## src/rtl/mac_stop_ctrl.sv

```systemverilog
// Sequencer for the mac_stop_mult datapath: one C = A*B job per start, row-major result writes.
// Optional busy-cycle counter enabled by defining MAC_STOP_CTRL_PERF_EN.
module mac_stop_ctrl #(
  parameter int M                        = 2,
  parameter int K                        = 2,
  parameter int N                        = 2,
  parameter int DATA_WIDTH_INIT_MATRIX   = 32,
  parameter int DATA_WIDTH_RESULT_MATRIX = 2*DATA_WIDTH_INIT_MATRIX+$clog2(K)
) (
  input  logic                                clk,
  input  logic                                resetn,
  input  logic                                start,
  input  logic                                stop,
  output logic                                busy,
  output logic                                done,
  output logic                                aborted,
  output logic                                seq_err,
  output logic                                do_mac,
  input  logic                                mult_done_reg,
  input  logic [2*DATA_WIDTH_INIT_MATRIX-1:0] product_reg,
  input  logic                                mac_done,
  output logic                                res_we,
  output logic [$clog2(M)-1:0]                res_row_addr,
  output logic [$clog2(N)-1:0]                res_col_addr,
  output logic [DATA_WIDTH_RESULT_MATRIX-1:0] res_data,
  output logic [31:0]                         cycle_count
);

  localparam int RW = DATA_WIDTH_RESULT_MATRIX;
  localparam int RA = $clog2(M);
  localparam int CA = $clog2(N);
  localparam int KW = (K > 1) ? $clog2(K) : 1;

  localparam logic [RA-1:0] I_LAST = RA'(M-1);
  localparam logic [CA-1:0] J_LAST = CA'(N-1);
  localparam logic [KW-1:0] K_LAST = KW'(K-1);

  typedef enum logic [2:0] {
    S_IDLE,
    S_ISSUE,
    S_WAIT,
    S_WRITE,
    S_DONE
  } state_t;

  state_t          state_q, state_d;
  logic [RA-1:0]   i_q;
  logic [CA-1:0]   j_q;
  logic [KW-1:0]   k_q;
  logic [RW-1:0]   acc_q;
  logic [RW-1:0]   acc_sum;
  logic            last_k, last_elem, abort, accept;
  logic            aborted_q, seq_err_q;
  logic [RA-1:0]   row_q;
  logic [CA-1:0]   col_q;
  logic [RW-1:0]   data_q;

  assign acc_sum   = acc_q + RW'(product_reg);
  assign last_k    = (k_q == K_LAST);
  assign last_elem = (i_q == I_LAST) && (j_q == J_LAST);
  assign abort     = stop && (state_q != S_IDLE);
  assign accept    = start && !stop && (state_q == S_IDLE);

  always_ff @(posedge clk or negedge resetn) begin
    if (!resetn) state_q <= S_IDLE;
    else         state_q <= state_d;
  end

  always_comb begin
    state_d = state_q;
    case (state_q)
      S_IDLE:  if (accept) state_d = S_ISSUE;
      S_ISSUE: state_d = S_WAIT;
      S_WAIT:  if (mult_done_reg) state_d = last_k ? S_WRITE : S_ISSUE;
      S_WRITE: state_d = last_elem ? S_DONE : S_ISSUE;
      S_DONE:  state_d = S_IDLE;
      default: state_d = S_IDLE;
    endcase
    if (abort) state_d = S_IDLE;
  end

  // stop gates the strobes in the same cycle so an abort never leaks a pulse
  assign busy         = (state_q != S_IDLE);
  assign done         = (state_q == S_DONE);
  assign do_mac       = (state_q == S_ISSUE) && !stop;
  assign res_we       = (state_q == S_WRITE) && !stop;
  assign aborted      = aborted_q;
  assign seq_err      = seq_err_q;
  assign res_row_addr = row_q;
  assign res_col_addr = col_q;
  assign res_data     = data_q;

  // result output registers are loaded on the last product so they are valid throughout WRITE
  always_ff @(posedge clk or negedge resetn) begin
    if (!resetn) begin
      i_q    <= '0;
      j_q    <= '0;
      k_q    <= '0;
      acc_q  <= '0;
      row_q  <= '0;
      col_q  <= '0;
      data_q <= '0;
    end else if (abort) begin
      acc_q <= '0;
    end else begin
      case (state_q)
        S_IDLE: begin
          if (accept) begin
            i_q   <= '0;
            j_q   <= '0;
            k_q   <= '0;
            acc_q <= '0;
          end
        end
        S_WAIT: begin
          if (mult_done_reg) begin
            acc_q <= acc_sum;
            if (last_k) begin
              data_q <= acc_sum;
              row_q  <= i_q;
              col_q  <= j_q;
            end else begin
              k_q <= k_q + 1'b1;
            end
          end
        end
        S_WRITE: begin
          k_q   <= '0;
          acc_q <= '0;
          if (!last_elem) begin
            if (j_q == J_LAST) begin
              j_q <= '0;
              i_q <= i_q + 1'b1;
            end else begin
              j_q <= j_q + 1'b1;
            end
          end
        end
        default: ;
      endcase
    end
  end

  // seq_err: datapath must flag mac_done exactly on the final element's write
  always_ff @(posedge clk or negedge resetn) begin
    if (!resetn) begin
      aborted_q <= 1'b0;
      seq_err_q <= 1'b0;
    end else begin
      aborted_q <= abort;
      if (accept) seq_err_q <= 1'b0;
      else if (state_q == S_WRITE && !stop && (mac_done != last_elem)) seq_err_q <= 1'b1;
    end
  end

`ifdef MAC_STOP_CTRL_PERF_EN
  logic [31:0] cycle_q;

  always_ff @(posedge clk or negedge resetn) begin
    if (!resetn)     cycle_q <= '0;
    else if (accept) cycle_q <= '0;
    else if (busy)   cycle_q <= cycle_q + 32'd1;
  end

  assign cycle_count = cycle_q;
`else
  assign cycle_count = '0;
`endif

endmodule

```

## config.mk

```make
export PLATFORM = sky130hd
export DESIGN_NAME = mac_stop_ctrl
export DESIGN_NICKNAME = d
export VERILOG_FILES = /design/src/rtl/mac_stop_ctrl.sv
export SDC_FILE = /design/constraint.sdc
export NUM_CORES = 1
export LEC_CHECK = 0
export CORE_ASPECT_RATIO = 1.25
export CORE_MARGIN = 3
export CORE_UTILIZATION = 48
export DETAILED_ROUTE_END_ITERATION = 10
export PLACE_DENSITY_LB_ADDON = 0.05
export SYNTH_ARGS = -nofsm -noshare
export SYNTH_HDL_FRONTEND = slang
export SYNTH_SLANG_ARGS = --single-unit
```

## constraint.sdc

```tcl
create_clock -name clk -period 3.15 [get_ports clk]
set_input_delay 0.4725 -clock clk [delete_from_list [all_inputs] [get_ports clk]]
set_output_delay 0.4725 -clock clk [all_outputs]
set_load 0.01 [all_outputs]
```

==> run summary <==
Starting Density -> 49.2%
Root Buffer -> clkbuf_16
Max FO, Critical Path -> 5
pin count of the biggest net entering global routing -> 69
Area contributors post-synth -> dfrtp_1 (38%), ha_1 (8.6%), mux2_2 (6.4%)
vias -> 8298
status -> finished, final reports clean
final hold violations -> 0
fin. max-slew vios -> 0
CTS tree -> built
Post-Synthesis Cells -> 960
Crit path required time -> 3510 ps
Worst Skew -> 9.12 ps
full die area -> 0.0211 sq mm
EDFF count, synth -> 0
drt drc -> 0
CP Launch Type -> flop
commonest cells after routing, fill and taps aside -> buf_4 (181), dfrtp_1 (140), clkdlybuf4s50_1 (133)
row cnt -> 56
final setup fails -> 0
drt pass-1 iters -> 5
worst vdd ir -> 0.326 mV
Top FF cell, synth -> dfrtp_1
hold_ws -> 476 ps
H-tree depth -> 4
mapped cell area -> 0.00930 sq mm
Core Footprint -> 0.0189 sq mm
GPL Wtd Cong -> 0.898
synth-to-layout area growth -> 40.6%
setup TNS -> 0 ps
first-pass GRT wire length -> 41600 microns
CTS Buf Count -> 17
vias in the first global route -> 8469
Die W -> 131 microns
chip height -> 162 microns
initial antenna violation count -> 0
CP arrival -> 3490 ps
DP HPWL -> 19100 microns
io pins -> 175
met3 Resource Use GR -> 3.16%
minimum clock period -> 3130 ps
Worst-path clk slew -> 60 ps
Mean Syn Cell Area -> 9.69 sq um
Top Usage Layer GRT -> met2
Clk Latency, worst-skew pair -> 420 ps
top-area cell type share of the netlist area -> 37.7%
Static Leak -> 6.37 nW
fmax -> 0.320 GHz
Worst Setup End Kind -> flop
clock sink total -> 140
Total Power -> 5.56 mW
Synth area leader -> dfrtp_1
most common cell after layout, fill and taps aside -> buf_4
RSZ-0062 raised after global routing -> true
I/O Buffers -> 142
#FFs+latches synth -> 140
CTS Buffer Depth -> 2
Max Cap Viol -> 0
gr ovfl total -> 0
layout cells sized above 1 -> 27.6%
Starting DRT DRC Count -> 406
Cell variety after synth -> 79
Syn. warnings -> 0
met1 usage -> 31.0%
critical setup path kind -> flop to flop
Final Net Count -> 1389
Via-to-Cell Ratio -> 5.54
post-route ant nets -> 0
Pwr Density -> 425 mW/mm^2
final worst-path cycle share -> 99.3%
slew margin rel. -> 65.6%
Worst Tran Pin Value -> 515 ps
sequential area share after synthesis -> 37.7%
DR WL/cell -> 17.1 microns
met2 Use GR -> 43.5%
wirelength, routed -> 25600 microns
Antenna diodes -> 0
asr flop ratio synth -> 100%
GRT Util Overall -> 24.4%
Worst Hold Class -> input port to async pin
-- cells in the mapped netlist, types with 9 or more instances --
master,n
inv_1,24
mux2_2,53
buf_4,32
a22o_1,51
clkbuf_1,37
xnor2_1,46
o21ai_0,55
o21a_1,10
o31ai_1,9
nand2_1,83
a21oi_1,85
o21bai_1,19
nor3_1,11
nand3_1,10
nand4_1,26
ha_1,64
nor2_1,40
dfrtp_1,140
a21o_1,35
xor2_1,16
-- worst max-delay path, cell delays in order (launching register included) --
cell	delay, ps
dfrtp_1	410
ha_4	300
nand4_1	170
nor3_2	220
nand2_1	110
nor3b_2	200
nor3_2	100
o41a_4	550
o21ai_4	240
a2111oi_4	120
or4_1	540
nand3_1	90
-- per-layer routing --
| metal | vias up | wire, microns |
|---|---|---|
| li1 | 4026 | - |
| met1 | 4039 | 11000 |
| met2 | 188 | 13200 |
| met3 | 45 | 838 |
| met4 | 0 | 478 |
| met5 | - | 0 |
-- power breakdown --
| part | internal, mW | total [mW] | switching [mW] |
|---|---|---|---|
| logic | 0.801 | 1.53 | 0.727 |
| clock network | 1.11 | 1.98 | 0.866 |
| registers | 1.96 | 2.05 | 0.0986 |
| total | 3.87 | 5.56 | 1.69 |
-- sequential cells by signal, indices dropped and copies added (netlist names) --
| register | cells |
|---|---|
| k_q | 1 |
| i_q | 1 |
| seq_err | 1 |
| aborted | 1 |
| res_data | 65 |
| res_col_addr | 1 |
| state_q | 3 |
| j_q | 1 |
| res_row_addr | 1 |
| acc_q | 65 |
-- per-stage QoR --
| stage | setup slack (ps) | std cells | instance area, sq um | utilization (%) |
|---|---|---|---|---|
| floorplan | 103 | 991 | 9420 | - |
| global placement | -726 | 1453 | 12000 | 63.4 |
| detailed placement | -809 | 1453 | 12000 | 63.4 |
| CTS | 1.43 | 1490 | 12600 | 66.9 |
| global route | -116 | 1499 | 13100 | 69.1 |
| finish | 22.0 | 1499 | 13100 | 69.1 |
-- kinds of logic after synthesis --
group / share of synthesized area (%)
compound gates: 23.6
simple gates: 11.0
flops: 37.7
buf+inv: 6.59
fa+ha+maj: 8.82
xor+xnor: 5.84
mux: 6.41
other cells: 0.0403
-- worst paths after layout --
path                       slack, ps  depth (start not counted)    startpoint      endpoint
setup / recovery                  20                         11     acc_q[15]     acc_q[61]
hold / removal                   480                          2        resetn  res_data[11]
setup reg to reg                  20                         11     acc_q[15]     acc_q[61]
hold reg to reg                  480                          2  res_data[29]  res_data[29]
max in group asynchronous       2010                          3        resetn     acc_q[39]
min in group clk                 480                          2  res_data[29]  res_data[29]
-- timing repair --
| action | CTS | global route |
|---|---|---|
| resized for setup | 13 | 68 |
| endpoints found under the hold margin | 24 | 0 |
| endpoints found under the setup margin | 61 | 63 |
| setup buffers | 4 | 10 |
| hold buffers | 1 | 0 |
| pin swaps | 13 | 37 |
-- final cells by class --
type / count / area [sq um]
Multi-Input combinational cell: 741 / 5710
Inverter: 24 / 90.1
Tap cell: 232 / 290
Clock inverter: 15 / 154
Timing Repair Buffer: 330 / 2910
Fill cell: 1540 / 5840
Sequential cell: 140 / 3500
Clock buffer: 17 / 425
No activity file was read; power rests on OpenSTA's default activity.
